<file path="config.mk">
export PLATFORM = sky130hd
export DESIGN_NAME = lsu_mem_port
export DESIGN_NICKNAME = d
export VERILOG_FILES = /design/src/rtl/lsu_pkg.sv /design/src/rtl/lsu_byte_lane.sv /design/src/rtl/lsu_mem_port.sv
export SDC_FILE = /design/constraint.sdc
export NUM_CORES = 1
export LEC_CHECK = 0
export BUFFER_PORTS_ARGS = -buffer_cell sky130_fd_sc_hd__clkbuf_2
export CORE_MARGIN = 1
export CORE_UTILIZATION = 41
export DETAILED_ROUTE_END_ITERATION = 6
export GPL_ROUTABILITY_DRIVEN = 0
export GPL_TIMING_DRIVEN = 0
export PLACE_DENSITY = 0.7
export RECOVER_POWER = 25
export SLEW_MARGIN = 20
export SYNTH_ARGS = -nofsm -noshare
export SYNTH_HDL_FRONTEND = slang
export SYNTH_SLANG_ARGS = --single-unit
</file>
<file path="constraint.sdc">
create_clock -name clk -period 2.95 [get_ports clk]
set_clock_uncertainty 0.15 [all_clocks]
set_input_delay 0.295 -clock clk [delete_from_list [all_inputs] [get_ports clk]]
set_output_delay 0.295 -clock clk [all_outputs]
set_load 0.02 [all_outputs]
</file>
<file path="src/rtl/lsu_pkg.sv">
// Shared types and decode helpers for the load/store unit.
// Latency: n/a (types, constants and a pure function only).
// Backpressure: n/a.
package lsu_pkg;

  typedef enum logic [2:0] {
    IDLE,
    RD,
    LD_CAP,
    MERGE,
    WR,
    RESP
  } state_t;

  // RISC-V funct3 encodings for loads and stores.
  localparam logic [2:0] F3_B  = 3'd0;  // LB / SB
  localparam logic [2:0] F3_H  = 3'd1;  // LH / SH
  localparam logic [2:0] F3_W  = 3'd2;  // LW / SW
  localparam logic [2:0] F3_BU = 3'd4;  // LBU
  localparam logic [2:0] F3_HU = 3'd5;  // LHU

  // 1 when the access has a legal funct3 and natural alignment.
  function automatic logic access_legal(input logic       is_store,
                                        input logic [2:0] funct3,
                                        input logic [1:0] addr_lo);
    logic ok;
    ok = 1'b0;
    if (is_store) begin
      case (funct3)
        F3_B:    ok = 1'b1;
        F3_H:    ok = ~addr_lo[0];
        F3_W:    ok = (addr_lo == 2'b00);
        default: ok = 1'b0;
      endcase
    end else begin
      case (funct3)
        F3_B, F3_BU: ok = 1'b1;
        F3_H, F3_HU: ok = ~addr_lo[0];
        F3_W:        ok = (addr_lo == 2'b00);
        default:     ok = 1'b0;
      endcase
    end
    return ok;
  endfunction

endpackage

</file>
<file path="src/rtl/lsu_byte_lane.sv">
// Byte-lane steering: load extract/extend and sub-word store merge.
// Latency: combinational.
// Backpressure: none.
// Ports: funct3/addr_lo select the lane; rdata is the memory word; wdata is
// the store data; load_data is the extended load result; merge_data is the
// memory word with the addressed byte/half replaced (or wdata for SW).
module lsu_byte_lane
  import lsu_pkg::*;
(
  input  logic [2:0]  funct3,
  input  logic [1:0]  addr_lo,
  input  logic [31:0] rdata,
  input  logic [31:0] wdata,
  output logic [31:0] load_data,
  output logic [31:0] merge_data
);

  logic [7:0]  lane_b;
  logic [15:0] lane_h;

  always_comb begin
    // Little-endian: byte k lives at bits [8k+7:8k]; half uses addr_lo[1].
    lane_b = rdata[{addr_lo, 3'b000} +: 8];
    lane_h = rdata[{addr_lo[1], 4'b0000} +: 16];

    case (funct3)
      F3_B:    load_data = {{24{lane_b[7]}}, lane_b};
      F3_BU:   load_data = {24'd0, lane_b};
      F3_H:    load_data = {{16{lane_h[15]}}, lane_h};
      F3_HU:   load_data = {16'd0, lane_h};
      default: load_data = rdata;
    endcase

    merge_data = rdata;
    case (funct3)
      F3_B:    merge_data[{addr_lo, 3'b000} +: 8]     = wdata[7:0];
      F3_H:    merge_data[{addr_lo[1], 4'b0000} +: 16] = wdata[15:0];
      default: merge_data = wdata;
    endcase
  end

endmodule

</file>
<file path="src/rtl/lsu_mem_port.sv">
// Load/store unit driving a word-addressed data memory with registered readData.
// Latency accept->resp: error 1, SW 2, load 3, SB/SH 4 cycles.
// Backpressure: req_ready only in IDLE (one request in flight); resp has none.
// Ports: req_* byte-addressed request from execute; resp_* one-cycle completion
// with error flag and held load data; mem_* drive the memory (mem_read_data
// arrives the cycle after mem_read).
module lsu_mem_port
  import lsu_pkg::*;
#(
  parameter int ADDRSIZE = 5,
  parameter int WORDSIZE = 32
) (
  input  logic                clk,
  input  logic                reset,
  input  logic                req_valid,
  output logic                req_ready,
  input  logic                req_write,
  input  logic [2:0]          req_funct3,
  input  logic [31:0]         req_addr,
  input  logic [WORDSIZE-1:0] req_wdata,
  output logic                resp_valid,
  output logic                resp_err,
  output logic [WORDSIZE-1:0] resp_rdata,
  output logic                mem_read,
  output logic                mem_write,
  output logic [ADDRSIZE-1:0] mem_address,
  output logic [WORDSIZE-1:0] mem_write_data,
  input  logic [WORDSIZE-1:0] mem_read_data
);

  state_t               state, state_nxt;
  logic                 wr_q;
  logic                 err_q;
  logic [2:0]           f3_q;
  logic [ADDRSIZE+1:0]  addr_q;
  logic [31:0]          wbuf_q;
  logic [31:0]          resp_rdata_q;
  logic [31:0]          load_data;
  logic [31:0]          merge_data;
  logic                 legal;

  // Bytes above the memory's reach are dropped, so addresses wrap.
  logic                 unused_addr_bits;
  assign unused_addr_bits = ^req_addr[31:ADDRSIZE+2];

  assign legal       = access_legal(req_write, req_funct3, req_addr[1:0]);
  assign mem_address = addr_q[ADDRSIZE+1:2];
  assign resp_rdata  = resp_rdata_q;

  lsu_byte_lane u_lane (
    .funct3     (f3_q),
    .addr_lo    (addr_q[1:0]),
    .rdata      (mem_read_data),
    .wdata      (wbuf_q),
    .load_data  (load_data),
    .merge_data (merge_data)
  );

  always_ff @(posedge clk or posedge reset) begin
    if (reset) begin
      state        <= IDLE;
      wr_q         <= 1'b0;
      err_q        <= 1'b0;
      f3_q         <= 3'd0;
      addr_q       <= '0;
      wbuf_q       <= '0;
      resp_rdata_q <= '0;
    end else begin
      state <= state_nxt;
      case (state)
        IDLE: if (req_valid) begin
          wr_q   <= req_write;
          f3_q   <= req_funct3;
          addr_q <= req_addr[ADDRSIZE+1:0];
          wbuf_q <= req_wdata;  // SW writes this directly; SB/SH merge it
          err_q  <= ~legal;
          if (!legal) resp_rdata_q <= '0;
        end
        LD_CAP: resp_rdata_q <= load_data;
        MERGE:  wbuf_q       <= merge_data;
        WR:     resp_rdata_q <= '0;  // stores complete with zero data
        default: ;
      endcase
    end
  end

  always_comb begin
    state_nxt      = state;
    req_ready      = 1'b0;
    resp_valid     = 1'b0;
    resp_err       = 1'b0;
    mem_read       = 1'b0;
    mem_write      = 1'b0;
    mem_write_data = '0;
    case (state)
      IDLE: begin
        req_ready = 1'b1;
        if (req_valid) begin
          if (!legal)                             state_nxt = RESP;
          else if (req_write && req_funct3 == F3_W) state_nxt = WR;
          else                                    state_nxt = RD;
        end
      end
      RD: begin
        mem_read  = 1'b1;
        state_nxt = wr_q ? MERGE : LD_CAP;
      end
      LD_CAP: state_nxt = RESP;
      MERGE:  state_nxt = WR;
      WR: begin
        mem_write      = 1'b1;
        mem_write_data = wbuf_q;
        state_nxt      = RESP;
      end
      RESP: begin
        resp_valid = 1'b1;
        resp_err   = err_q;
        state_nxt  = IDLE;
      end
      default: state_nxt = IDLE;
    endcase
  end

endmodule

</file>
==> After elaboration in Yosys (flattened, before gate mapping) <==
Index checks and enable logic that the tools add are counted.
{ "totals": {"output_inout_bits": 74, "elab_cells": 68, "input_bits": 103, "regBits": 79} }
{ "op_classes": {"eq_ne": 15, "n_mux": 23, "reduce_logical": 13, "add_sub_neg": 2, "n_bitwise": 2, "n_shift": 6} }
{ "ops": {"columns": ["op", "count"], "rows": [
  ["32-bit two-way mux", 4],
  ["32-bit one-hot mux with 2 select lines", 2],
  ["32-bit one-hot mux with 4 select lines", 1],
  ["32-bit one-hot mux with 3 select lines", 1],
  ["32-bit bitwise mux", 2],
  ["16-bit by 7-bit variable shift with 32-bit output (first input constant)", 1],
  ["8-bit by 7-bit variable shift with 32-bit output (first input constant)", 1],
  ["16-bit by 7-bit indexed part select with 32-bit output", 1],
  ["32-bit by 6-bit indexed part select with 16-bit output", 1],
  ["32-bit by 6-bit indexed part select with 8-bit output", 1],
  ["8-bit by 7-bit indexed part select with 32-bit output", 1],
  ["3-bit == test (second input constant)", 6],
  ["5-bit negator with 7-bit output", 2],
  ["3-bit one-hot mux with 4 select lines", 1],
  ["3-bit by 1-bit == test with 1-bit output (second input constant)", 3],
  ["3-bit by 2-bit == test with 1-bit output (second input constant)", 3],
  ["3-bit zero test", 3],
  ["3-bit two-way mux", 3],
  ["1-bit two-way mux", 7],
  ["1-bit one-hot mux with 3 select lines", 2],
  ["3-bit AND reduction", 2],
  ["2-bit OR reduction", 3],
  ["2-bit != test (second input constant)", 2],
  ["3-bit by 1-bit != test with 1-bit output (second input constant)", 1],
  ["6 further kinds", 7]
]} }

==> Depth between registers and ports, before layout <==
{ "logic_depth": {"depth_word": 7, "depth_mapped": 10} }

==> Hierarchy <==
From an unflattened synthesis, not the netlist that was laid out.
{ "unflattened": {"cells_unflattened": 634, "area_unflattened_um2": 5873.1} }
{ "by_module_without_submodules": {"columns": ["module", "n_inst", "area_per_inst_um2", "seq_area_each_um2", "cells_each"], "rows": [
  ["lsu_mem_port", 1, 4166.5, 1976.9, 382],
  ["lsu_byte_lane", 1, 1706.6, 0.0, 252]
]} }

==> Worst setup path after synthesis <==
Ideal clock, no wire load.
{ "synth_path": {"kind": "register to register", "from": "register addr_q[1]", "to": "register wbuf_q[8]", "n_path_buf": 4, "setup_time_ns": 0.128, "t_arrival_ns": 2.041, "synth_period_minus_slack_ns": 2.319, "setup_slack_ns": 0.631, "path_stages_with_launch": 11, "t_required_ns": 2.672, "cell_sequence": "dfrtp_1 buf_4 buf_2 inv_1 ha_1 buf_2 buf_2 mux2i_1 a211oi_1 a311oi_1 o31ai_1"} }
{ "synth_between": {"elab_chain_len": 5, "word_cells_on_any_way": 10, "cone_classes": "2 x add/sub; 4 x shift; 4 x mux"} }
{ "synth_rtl": {"columns": ["item", "line", "rtl"], "rows": [
  ["start: declaration", "lsu_mem_port.sv:35", "logic [ADDRSIZE+1:0] addr_q;"],
  ["start signal: assignment", "lsu_mem_port.sv:74", "addr_q <= req_addr[ADDRSIZE+1:0];"],
  ["5-bit negator with 7-bit output (on tied branches)", "lsu_byte_lane.sv:37, lsu_byte_lane.sv:36", null],
  ["16-bit by 7-bit indexed part select with 32-bit output (tied with other cells)", "lsu_byte_lane.sv:37", "F3_H: merge_data[{addr_lo[1], 4'b0000} +: 16] = wdata[15:0];"],
  ["32-bit bitwise mux (on tied branches)", "lsu_byte_lane.sv:37, lsu_byte_lane.sv:36", null],
  ["32-bit one-hot mux with 2 select lines (*)", "lsu_byte_lane.sv:35", "case (funct3)"],
  ["32-bit one-hot mux with 2 select lines (*)", "lsu_mem_port.sv:70", "case (state)"],
  ["end signal: assignment", "lsu_mem_port.sv:75", "wbuf_q <= req_wdata;"],
  ["end signal: assignment", "lsu_mem_port.sv:80", "MERGE: wbuf_q <= merge_data;"],
  ["end: declaration", "lsu_mem_port.sv:36", "logic [31:0] wbuf_q;"]
]} }
Mark *: on every way between the ends. The rest lies on a longest branch, timed or not.
A chain may end at the register's enable or synchronous reset.

==> Worst setup path in the final report <==
Ends and elaborated chain as after synthesis.

==> summary.md <==
| Metric | Value |
|---|---|
| VDD IR max | `0.485 mV` |
| Dominant synthesized flop cell | `dfrtp_1` |
| Mapped Nets | `605` |
| Fmax | `0.355 GHz` |
| CTS Buf Count | `9` |
| Max-slew headroom | `-0.125` |
| CP top delay family | `buffers and inverters` |
| Starting Density | `0.426` |
| First-pass GRT wire length | `25000 µm` |
| RSZ-0062 raised after global routing | `false` |
| Clock network fraction of design power | `0.196` |
| Dpl cell area | `5860 µm²` |
| Residual DRC | `26` |
| Internal Power | `3710 µW` |
| Worst EP required | `3.01 ns` |
| Worst slew pin tran | `1.68 ns` |
| Layout area overhead | `26.3%` |
| Die area | `12400 µm²` |
| Crit. End Element | `flip-flop` |
| Failing checks | `DRC, capacitance limit, slew limit` |
| Setup Buffers After CTS | `0` |
| Hold Crit Class | `primary input to flip-flop` |
| Ant diodes | `0` |
| Final hold viol count | `0` |
| Max-Cap Viols | `1` |
| Die Y | `111 µm` |
| P_sw | `2850 µW` |
| Flops & latches, synth | `79` |
| H-tree Lvls | `3` |
| Final Max Slew Viols | `43` |
| Gate power share | `0.517` |
| Switching Share | `0.434` |
| Crit path max fanout | `10` |
| P_leak | `0.00289 µW` |
| CTS tree | `yes` |
| DRT iter0 DRCs | `484` |
| Startpoint Class | `flip-flop` |
| Syn Inst Count | `497` |
| Syn_area_per_cell | `9.86 µm²` |
| Fin nets | `769` |
| Vias in the first global route | `4716` |
| Post-synthesis cell area | `4900 µm²` |
| Core Region | `11500 µm²` |
| Clk pin slew, worst setup/hold paths | `0.06 ns` |
| Clk sinks | `79` |
| Power Density | `1060 nW/µm²` |
| Grt ovf | `0` |
| Post-route cell area | `6190 µm²` |
| Clk_lat worst skew | `0.34 ns` |
| WL final | `16200 µm` |
| EDFF count, synth | `0` |
| Status | `complete, but fails checks` |
| Area occupied by multi-input gates | `2650 µm²` |
| CTS Root Cell | `clkbuf_16` |
| Worst Setup Path Type | `flip-flop to flip-flop` |
| Post-Layout Cell Count | `809` |
| Via density | `5.91` |
| Die width | `111 µm` |
| Library cells used by synthesis | `52` |
| # rows | `39` |
| Hpwl dp | `12500 µm` |
| Tcrit/Tclk final | `0.955` |
| Initial antenna violation count | `0` |
| Crit path max-delay cell type | `dfrtp_1` |
| Tmin final | `2.82 ns` |
| Largest stage delay, worst path | `0.41 ns` |
| Number of fillers in the final layout | `1067` |
| Input/output buffers | `151` |
| Via count | `4785` |
| CP most frequent cell | `buf_2` |
| Worst path bufs/invs | `5` |
| Fraction of registers with async set/reset | `1.00` |
| Antenna Nets Post-Route | `0` |
| Final setup violation count | `0` |
| Max clock buf depth | `2` |
| Maximum number of pins on one net before global-route repair | `44` |
| Sequential area share after synthesis | `0.403` |
| CP arrival | `2.88 ns` |
| Boundary pin count | `177` |
| Commonest non-fill, non-tap cell in the layout | `clkbuf_2` |
| Drt pass-1 iters | `7` |
| GRT Total Usage | `0.263` |
| Crit path cell chain | `buf_4 -> buf_2 -> inv_1 -> ha_1 -> buf_2 -> buf_2 -> mux2i_1 -> a211oi_1 -> a311oi_1 -> o31ai_1` |
| Register Area | `1980 µm²` |
| Most frequent cells in the layout | `clkbuf_2, dfrtp_1, clkbuf_1` |
| Synth warn | `0` |
| Placed insts | `792` |
| Routed wire per std cell | `20.1 µm` |
| Share of cells above drive strength 1 | `0.308` |
| Sequential fraction of design power | `0.287` |
[flip-flops by register name (all words and copies together) (netlist names)]
| signal | count |
|---|---|
| f3_q | 3 |
| wr_q | 1 |
| err_q | 1 |
| wbuf_q | 32 |
| addr_q | 7 |
| state | 3 |
| resp_rdata | 32 |
[final cells by class]
cell class	count	share of cell area
Multi-Input combinational cell	357	0.428
Inverter	10	0.00606
Timing Repair Buffer	153	0.124
Clock inverter	3	0.0146
Sequential cell	79	0.319
Clock buffer	13	0.0404
Tap cell	143	0.0289
Buffer	51	0.0388
[logic make-up (layout without fill, tap and decap cells)]
group,Yosys count,after routing,share of synthesized area
adders and majority gates,5,5,0.0128
muxes,54,54,0.118
AOI/OAI and AO/OA,181,181,0.275
buffers and inverters,61,230,0.0569
and+or+nand+nor,117,117,0.134
DFF,79,79,0.403
[worst paths after layout]
kind,startpoint,to,slack [ns],depth (start not counted)
max,addr_q[1]$_DFFE_PP0P_,wbuf_q[8]$_DFFE_PP0P_,0.13,10
min,req_addr[5],addr_q[5]$_DFFE_PP0P_,0.04,2
max reg2reg,addr_q[1]$_DFFE_PP0P_,wbuf_q[8]$_DFFE_PP0P_,0.13,10
min reg2reg,wbuf_q[27]$_DFFE_PP0P_,wbuf_q[27]$_DFFE_PP0P_,0.32,2
max in group asynchronous,reset,f3_q[2]$_DFFE_PP0P_,0.79,3
min in group asynchronous,reset,wbuf_q[14]$_DFFE_PP0P_,0.87,3
[timing repair]
action,4_1_cts,5_1_grt
endpoints found under the setup margin,0,29
hold buffers,1,0
resized for setup,0,1
endpoints found under the hold margin,42,0
[cell usage after synthesis, drive strengths merged, types with 3 or more instances]
cell type,count,area [µm²]
dfrtp,79,1980
nor3b,6,50.1
a22o,9,78.8
mux2i,33,330
o21ai,43,215
a22oi,16,120
nand2,33,124
nor2,13,48.8
clkbuf,22,82.6
nor3,3,20.0
nor4bb,3,30.0
o2bb2ai,7,61.3
inv,10,37.5
or3,5,31.3
a32o,7,70.1
a311oi,8,70.1
a211oi,11,87.6
mux2,20,225
and2,35,219
nand2b,9,56.3
buf,29,159
ha,5,62.6
a21oi,25,140
o31ai,9,72.6
a221o,34,340
[routing by layer]
| metal | GRT usage | wire length (µm) |
|---|---|---|
| met2 | 0.417 | 7550 |
| met5 | 0 | 0 |
| met4 | 0.129 | 521 |
| met3 | 0.0561 | 1120 |
| met1 | 0.341 | 7030 |
[per-stage QoR]
stage                     total power (µW)  TNS, ns  hold slack [ns]   util  worst slack [ns]
after detailed placement              5240        0            0.224  0.509             0.208
after floorplan                       4230        0            0.262      -             0.482
after CTS                             6550        0           0.0316  0.539            0.0147
final                                 6560        0           0.0368  0.538             0.134
after global routing                  6940        0           0.0413  0.538            0.0227
after global placement                5130   -33.43            0.306  0.507            -0.428
[power by group through the flow]
stage / Clock, µW / Sequential [µW] / Combinational (µW)
after detailed placement: 0 / 1890 / 3350
after floorplan: 0 / 1890 / 2340
after global placement: 0 / 1870 / 3260
after CTS: 1300 / 1870 / 3370
final: 1290 / 1880 / 3390
after global routing: 1350 / 1930 / 3660
Note: power is estimated with default switching activity, not from simulation.
